## config.mk

```make
export PLATFORM = sky130hd
export DESIGN_NAME = memory_board_ctrl_flat
export DESIGN_NICKNAME = d
export VERILOG_FILES = /design/src/rtl/memory_pkg.sv /design/src/rtl/memory_board_ctrl_if.sv /design/src/rtl/frame_hold_timer.sv /design/src/rtl/memory_board_ctrl.sv /design/src/flat_wrapper.sv
export SDC_FILE = /design/constraint.sdc
export NUM_CORES = 1
export LEC_CHECK = 0
export BUFFER_PORTS_ARGS = -buffer_cell sky130_fd_sc_hd__buf_2
export CORE_UTILIZATION = 25
export CTS_CLUSTER_DIAMETER = 50
export CTS_CLUSTER_SIZE = 10
export DETAILED_ROUTE_END_ITERATION = 16
export MAX_ROUTING_LAYER = met4
export SLEW_MARGIN = 20
export SYNTH_ARGS = -nofsm -noshare
export SYNTH_HDL_FRONTEND = slang
export SYNTH_SLANG_ARGS = --single-unit
```

## constraint.sdc

```tcl
create_clock -name VGA_CLK_IN -period 3 [get_ports VGA_CLK_IN]
set_clock_uncertainty 0.2 [all_clocks]
set_input_delay 0.6 -clock VGA_CLK_IN [delete_from_list [all_inputs] [get_ports VGA_CLK_IN]]
set_output_delay 0.6 -clock VGA_CLK_IN [all_outputs]
set_load 0.02 [all_outputs]
```

## src/rtl/memory_pkg.sv

```systemverilog
// rtl/memory_pkg.sv - shared types, constants and colour helper for the memory-card board
package memory_pkg;

  typedef enum logic [1:0] {
    HIDDEN  = 2'd0,
    UP      = 2'd1,
    MATCHED = 2'd2
  } card_state_t;

  typedef enum logic [2:0] {
    PICK1,
    PICK2,
    CMP,
    SHOW,
    WIN
  } ctrl_state_t;

  localparam int NUM_PAIRS = 8;

  // CARTA1..CARTA8 as 24-bit RGB, indexed by colour code; shared with the pattern generator
  localparam logic [23:0] CARTA_RGB [NUM_PAIRS] = '{
    24'hE53935, 24'h43A047, 24'h1E88E5, 24'hFDD835,
    24'h8E24AA, 24'h00ACC1, 24'hFB8C00, 24'hF5F5F5
  };

  // Cards i and i+8 always share a colour, whatever the offset
  function automatic logic [2:0] card_color(input logic [3:0] idx, input logic [2:0] offset);
    return idx[2:0] + offset;
  endfunction

endpackage

```

## src/rtl/memory_board_ctrl_if.sv

```systemverilog
// rtl/memory_board_ctrl_if.sv - selection handshake and pattern-generator query port
interface memory_board_ctrl_if;
  import memory_pkg::*;

  logic        sel_valid;
  logic [3:0]  sel_idx;
  logic        sel_ready;
  logic        sel_reject;
  logic [3:0]  qry_idx;
  card_state_t qry_state;
  logic [2:0]  qry_color;

  modport master (
    output sel_valid, sel_idx, qry_idx,
    input  sel_ready, sel_reject, qry_state, qry_color
  );

  modport slave (
    input  sel_valid, sel_idx, qry_idx,
    output sel_ready, sel_reject, qry_state, qry_color
  );

endinterface

```

## src/rtl/frame_hold_timer.sv

```systemverilog
// rtl/frame_hold_timer.sv - 8-bit frame counter: load, decrement on frame_start, zero flag
module frame_hold_timer (
  input  logic       clk,
  input  logic       rst_n,
  input  logic       load,
  input  logic [7:0] load_value,
  input  logic       frame_start,
  output logic       zero
);

  logic [7:0] count;

  // Load wins over a coincident frame_start; the count parks at zero
  always_ff @(posedge clk or negedge rst_n) begin
    if (!rst_n) begin
      count <= 8'd0;
    end else if (load) begin
      count <= load_value;
    end else if (frame_start && (count != 8'd0)) begin
      count <= count - 8'd1;
    end
  end

  assign zero = (count == 8'd0);

endmodule

```

## src/rtl/memory_board_ctrl.sv

```systemverilog
// rtl/memory_board_ctrl.sv - pair-matching game sequencer with frame-synchronised board shadow
module memory_board_ctrl
  import memory_pkg::*;
#(
  parameter int SHOW_FRAMES = 60,
  parameter int NUM_CARDS   = 16
) (
  input  logic                VGA_CLK_IN,
  input  logic                rst_n,
  input  logic                frame_start,
  memory_board_ctrl_if.slave  bus,
  output logic                turn,
  output logic [3:0]          score0,
  output logic [3:0]          score1,
  output logic                game_over
);

  localparam logic [3:0] LAST_PAIR  = 4'(NUM_PAIRS - 1);
  localparam logic [7:0] HOLD_LOAD  = 8'(SHOW_FRAMES);

  ctrl_state_t state, state_nxt;
  card_state_t card   [NUM_CARDS];
  card_state_t shadow [NUM_CARDS];

  logic [3:0] first_idx;
  logic [3:0] second_idx;
  logic [3:0] pairs;
  logic [2:0] free_cnt;
  logic [2:0] offset;
  logic       offset_locked;
  logic       reject_q;

  logic sel_ready_c;
  logic accept;
  logic pick_hidden;
  logic match_hit;
  logic timer_load;
  logic hide_pair;
  logic hold_zero;

  frame_hold_timer u_hold (
    .clk         (VGA_CLK_IN),
    .rst_n       (rst_n),
    .load        (timer_load),
    .load_value  (HOLD_LOAD),
    .frame_start (frame_start),
    .zero        (hold_zero)
  );

  always_comb begin
    state_nxt   = state;
    sel_ready_c = 1'b0;
    game_over   = 1'b0;
    accept      = 1'b0;
    pick_hidden = 1'b0;
    match_hit   = 1'b0;
    timer_load  = 1'b0;
    hide_pair   = 1'b0;
    case (state)
      PICK1, PICK2: begin
        sel_ready_c = 1'b1;
        accept      = bus.sel_valid;
        // Re-picking the first card fails this test because it is already UP
        pick_hidden = accept && (card[bus.sel_idx] == HIDDEN);
        if (pick_hidden) begin
          state_nxt = (state == PICK1) ? PICK2 : CMP;
        end
      end
      CMP: begin
        if (card_color(first_idx, offset) == card_color(second_idx, offset)) begin
          match_hit = 1'b1;
          state_nxt = (pairs == LAST_PAIR) ? WIN : PICK1;
        end else begin
          timer_load = 1'b1;
          state_nxt  = SHOW;
        end
      end
      SHOW: begin
        if (hold_zero) begin
          hide_pair = 1'b1;
          state_nxt = PICK1;
        end
      end
      WIN: begin
        game_over = 1'b1;
      end
      default: begin
        state_nxt = PICK1;
      end
    endcase
  end

  always_ff @(posedge VGA_CLK_IN or negedge rst_n) begin
    if (!rst_n) begin
      state         <= PICK1;
      first_idx     <= 4'd0;
      second_idx    <= 4'd0;
      pairs         <= 4'd0;
      free_cnt      <= 3'd0;
      offset        <= 3'd0;
      offset_locked <= 1'b0;
      reject_q      <= 1'b0;
      turn          <= 1'b0;
      score0        <= 4'd0;
      score1        <= 4'd0;
      for (int i = 0; i < NUM_CARDS; i++) begin
        card[i]   <= HIDDEN;
        shadow[i] <= HIDDEN;
      end
    end else begin
      state    <= state_nxt;
      free_cnt <= free_cnt + 3'd1;
      reject_q <= accept && !pick_hidden;

      // Non-blocking copy: the shadow takes the board as it stood before this edge
      if (frame_start) begin
        for (int i = 0; i < NUM_CARDS; i++) begin
          shadow[i] <= card[i];
        end
      end

      if (accept && !offset_locked) begin
        offset        <= free_cnt;
        offset_locked <= 1'b1;
      end

      if (pick_hidden) begin
        card[bus.sel_idx] <= UP;
        if (state == PICK1) begin
          first_idx <= bus.sel_idx;
        end else begin
          second_idx <= bus.sel_idx;
        end
      end

      if (match_hit) begin
        card[first_idx]  <= MATCHED;
        card[second_idx] <= MATCHED;
        pairs            <= pairs + 4'd1;
        if (turn) begin
          score1 <= score1 + 4'd1;
        end else begin
          score0 <= score0 + 4'd1;
        end
      end

      if (hide_pair) begin
        card[first_idx]  <= HIDDEN;
        card[second_idx] <= HIDDEN;
        turn             <= ~turn;
      end
    end
  end

  assign bus.sel_ready  = sel_ready_c;
  assign bus.sel_reject = reject_q;
  assign bus.qry_state  = shadow[bus.qry_idx];
  assign bus.qry_color  = card_color(bus.qry_idx, offset);

endmodule

```

## src/flat_wrapper.sv

```systemverilog
// flat-port wrapper written by rule: the top's interface ports become plain ports
module memory_board_ctrl_flat import memory_pkg::*;
#(
  parameter int SHOW_FRAMES = 60,
  parameter int NUM_CARDS   = 16
)
  (VGA_CLK_IN, rst_n, frame_start, turn, score0, score1, game_over, bus_sel_valid, bus_sel_idx, bus_qry_idx, bus_sel_ready, bus_sel_reject, bus_qry_state, bus_qry_color);
  memory_board_ctrl_if bus_i ();
  input  logic VGA_CLK_IN;
  input  logic rst_n;
  input  logic frame_start;
  output logic turn;
  output logic [3:0] score0;
  output logic [3:0] score1;
  output logic game_over;
  input wire logic [$bits(bus_i.sel_valid)-1:0] bus_sel_valid;
  input wire logic [$bits(bus_i.sel_idx)-1:0] bus_sel_idx;
  input wire logic [$bits(bus_i.qry_idx)-1:0] bus_qry_idx;
  output wire logic [$bits(bus_i.sel_ready)-1:0] bus_sel_ready;
  output wire logic [$bits(bus_i.sel_reject)-1:0] bus_sel_reject;
  output wire logic [$bits(bus_i.qry_state)-1:0] bus_qry_state;
  output wire logic [$bits(bus_i.qry_color)-1:0] bus_qry_color;
  assign bus_i.sel_valid = bus_sel_valid;
  assign bus_i.sel_idx = bus_sel_idx;
  assign bus_i.qry_idx = bus_qry_idx;
  assign bus_sel_ready = bus_i.sel_ready;
  assign bus_sel_reject = bus_i.sel_reject;
  assign bus_qry_state = bus_i.qry_state;
  assign bus_qry_color = bus_i.qry_color;
  memory_board_ctrl #(.SHOW_FRAMES(SHOW_FRAMES), .NUM_CARDS(NUM_CARDS)) u_core (.VGA_CLK_IN(VGA_CLK_IN), .rst_n(rst_n), .frame_start(frame_start), .bus(bus_i), .turn(turn), .score0(score0), .score1(score1), .game_over(game_over));
endmodule
```

==> Implementation_results.wiki <==
{| class="wikitable"
! Metric !! Value
|-
| Clk pin slew, worst setup/hold paths || 0.06 ns
|-
| Endpoints failing setup || 0
|-
| Total gr overflow || 0
|-
| Count of pins on the block boundary || 29
|-
| Std-Cell Rows || 51
|-
| Worst Setup Path Type || in2out
|-
| Setup repair after global routing missed its margin || false
|-
| Number of design-rule violations left by the first detailed-router iteration || 241
|-
| Dominant register cell in the synthesized netlist || sky130_fd_sc_hd__dfrtp_1
|-
| Status || finished, final reports clean
|-
| Area after DPL || 0.005624 mm²
|-
| Terminus of the critical flop-to-flop path || u_core.card[14]
|-
| Detailed-placement wirelength estimate || 9601 µm
|-
| Clock tree buffer depth || 2
|-
| Antenna fix cells || 0
|-
| Area of the mapped netlist || 0.005097 mm²
|-
| Hold Crit Endpoint || u_core.free_cnt[0]
|-
| Number of synthesized register bits || 104
|-
| Critical path peak fanout || 9
|-
| Number of buffers inserted for hold repair after clock tree synthesis || 1
|-
| Arrival time of the worst setup path || 2.03 ns
|-
| LEAKAGE || 2.616 nW
|-
| Wirelength, routed || 12810 µm
|-
| Average instance area after synthesis || 11.56 µm²
|-
| Port bufs || 28
|-
| Average routed wire per standard cell || 17.19 µm
|-
| Class of the most critical hold timing path || reg2reg
|-
| CTS H-tree lvls || 3
|-
| Fraction of layout cells with a size suffix above 1 || 0.2563
|-
| GR Util All Layers || 0.1391
|-
| Endpoints failing hold || 0
|-
| Final critical-path required period || ~2.8 ns
|-
| YS warnings || 0
|-
| Net count of the mapped netlist || ~460
|-
| Endpoint required time on the critical path || 2.20 ns
|-
| Post-DRT Antenna Nets || 0
|-
| Antenna violations before repair || 0
|-
| Drt first pass iters || 6
|-
| Critical hold path startpoint || u_core.free_cnt[0]
|-
| Sink count of the clock tree || 104
|-
| VDD IR-drop max || 0.0002915 V
|-
| CTS tree || yes
|-
| Clock root cell || sky130_fd_sc_hd__clkbuf_16
|-
| Number of clock buffers inserted by TritonCTS || 9
|-
| Design Area, Final || 0.005929 mm²
|-
| Total vias in the final route || 3607
|-
| Tightest slew margin relative to the limit || 0.5539
|-
| Category of the worst setup path launch point || input port
|-
| Worst r2r path cells || 8
|-
| Max-slew violation count || 0
|-
| Worst r2r src || u_core.second_idx[0]
|-
| Gpl congestion || 0.9201
|-
| Maximum number of pins on one net before global-route repair || 48
|-
| Setup Buffers After CTS || 0
|-
| Nets || 500
|-
| Initial cell density of the core || 0.2585
|-
| P&R area growth vs syn || 16.32%
|-
| Vias per inst || ~4.8
|-
| Clk Latency, worst-skew pair || 0.35 ns
|-
| FMAX || 0.3537 GHz
|-
| Unique masters post-synth || 50
|-
| Ratio of final minimum period to clock period || 0.9425
|-
| Worst hold path depth || 1
|-
| Worst Max-Slew Pin Slew || about 0.66 ns
|-
| Die Height || 144.8 µm
|-
| Die X || 144.8 µm
|-
| Async S/R FF share, synth || 1.000
|-
| Number of cells produced by synthesis || 441
|-
| Setup slack of the worst register-to-register path || ~0.18 ns
|-
| Fin util || 0.3007
|-
| Aggregate negative setup slack || 0 ns
|-
| Number of flops mapped to enable cells by yosys || 0
|-
| Pwr/cell area || 854.8 mW/mm²
|-
| Global-route wire length before repair || between 20000 and 25000 µm
|-
| Via count of the first global-routing pass || 3672
|-
| Total of max-cap violations || 0
|-
| Residual DRC count || 0
|-
| Post-cts sizing count || 0
|-
| Total core area || slightly below 0.02 mm²
|-
| Die footprint || 0.02096 mm²
|-
| Register area share after synthesis || 0.5106
|-
| Worst Setup End Kind || output port
|}
==> power breakdown <==
group	internal [mW]	switching (mW)
registers	1.75	0.351
clock network	0.687	0.498
logic	0.749	1.04
==> worst max-delay path by stage <==
stage / start / endpoint / slack [ns] / cells past startpoint
after detailed placement: bus_qry_idx[0] / bus_qry_state[0] / 0.17 / 5
after floorplan: bus_qry_idx[0] / bus_qry_state[0] / 0.09 / 3
after global routing: u_core.second_idx[0] / u_core.card[6] / 0.003 / 8
after global placement: bus_qry_idx[0] / bus_qry_state[0] / 0.19 / 5
final: bus_qry_idx[0] / bus_qry_state[0] / 0.17 / 5
after CTS: bus_qry_idx[0] / bus_qry_state[0] / 0.17 / 5
==> sequential cells by signal, summed over array words and instances, names as in the netlist <==
signal,flops
u_core.bus.sel_reject,1
u_core.card,32
u_core.first_idx,4
u_core.free_cnt,3
u_core.offset,3
u_core.offset_locked,1
u_core.pairs,4
u_core.score0,4
u_core.score1,4
u_core.second_idx,4
u_core.shadow,32
u_core.state,3
u_core.turn,1
u_core.u_hold.count,8
==> critical path, cell delays in order <==
cell and delay (ns):
sky130_fd_sc_hd__buf_2 0.10, sky130_fd_sc_hd__buf_12 0.15, sky130_fd_sc_hd__mux4_2 0.51, sky130_fd_sc_hd__mux4_2 0.49, sky130_fd_sc_hd__buf_2 0.17
==> cells in the mapped netlist (4+ instances only) <==
master	instances	area, µm²
sky130_fd_sc_hd__a21oi_1	33	165.2
sky130_fd_sc_hd__mux4_2	11	247.7
sky130_fd_sc_hd__nor2b_1	5	31.28
sky130_fd_sc_hd__or3_1	4	25.02
sky130_fd_sc_hd__nand2b_1	9	56.30
sky130_fd_sc_hd__nand2_1	18	67.56
sky130_fd_sc_hd__xnor2_1	14	122.6
sky130_fd_sc_hd__clkbuf_1	11	41.29
sky130_fd_sc_hd__nand4_1	9	56.30
sky130_fd_sc_hd__mux2_2	44	495.5
sky130_fd_sc_hd__o22ai_1	16	100.1
sky130_fd_sc_hd__o21ai_0	5	25.02
sky130_fd_sc_hd__ha_1	8	100.1
sky130_fd_sc_hd__nand3_1	4	20.02
sky130_fd_sc_hd__xor2_1	9	78.83
sky130_fd_sc_hd__o211ai_1	4	30.03
sky130_fd_sc_hd__or2_2	4	25.02
sky130_fd_sc_hd__dfrtp_1	104	2603
sky130_fd_sc_hd__inv_1	30	112.6
sky130_fd_sc_hd__a221oi_1	16	140.1
sky130_fd_sc_hd__nor2_1	30	112.6
sky130_fd_sc_hd__nor3_1	6	30.03
==> layout by cell type, fill, tap and decap left out, types with 4 or more instances in the layout <==
master and count:
sky130_fd_sc_hd__o211ai_1 4, sky130_fd_sc_hd__ha_1 8, sky130_fd_sc_hd__clkbuf_16 9, sky130_fd_sc_hd__a21oi_1 33, sky130_fd_sc_hd__xor2_1 9, sky130_fd_sc_hd__nor3_1 5, sky130_fd_sc_hd__o21ai_0 5, sky130_fd_sc_hd__or3_1 4
sky130_fd_sc_hd__or2_2 4, sky130_fd_sc_hd__mux4_2 11, sky130_fd_sc_hd__mux2_2 44, sky130_fd_sc_hd__xnor2_1 14, sky130_fd_sc_hd__a221oi_1 16, sky130_fd_sc_hd__nor2_1 30, sky130_fd_sc_hd__nand2b_1 9, sky130_fd_sc_hd__nand3_1 4
sky130_fd_sc_hd__buf_4 14, sky130_fd_sc_hd__inv_1 30, sky130_fd_sc_hd__nor2b_1 5, sky130_fd_sc_hd__nand2_1 18, sky130_fd_sc_hd__o22ai_1 16, sky130_fd_sc_hd__dfrtp_1 104, sky130_fd_sc_hd__nand4_1 9, sky130_fd_sc_hd__buf_2 27
==> layer usage <==
layer | track usage | up-vias | share of wire
li1 | - | 1671 | -
met1 | 0.1758 | 1833 | 0.45
met2 | 0.2105 | 82 | 0.47
met3 | 0.03751 | 21 | 0.050
met4 | 0.05596 | 0 | 0.027
met5 | - | - | 0
==> cell type report <==
type	count	area, µm²
sequential	104	2603
clock inverter	2	38.79
fill	2001	13790
inverter	30	112.6
timing repair buffer	44	290.3
clock buffer	12	256.5
multi-input combinational	288	2297
tap	265	331.6
==> stage by stage <==
step / hold WS, ns / power [mW] / instances / setup slack, ns
after floorplan: 0.1044 / 3.322 / 441 / 0.08641
after global placement: 0.2351 / 3.828 / 730 / 0.1864
after detailed placement: 0.2515 / 3.902 / 730 / 0.1666
after CTS: 0.2608 / 5.106 / 745 / 0.1666
after global routing: 0.2872 / 5.410 / 745 / 0.003111
final: 0.2528 / 5.069 / 745 / 0.1726
==> cells by family after synthesis <==
group | count (synthesis) | synth area share
compound gates | 87 | 0.1114
flops | 104 | 0.5106
xor+xnor | 23 | 0.03952
simple gates | 109 | 0.1154
mux | 58 | 0.1519
buf+inv | 49 | 0.03976
fa+ha+maj | 11 | 0.03142
No activity file was read; power rests on OpenSTA's default activity.
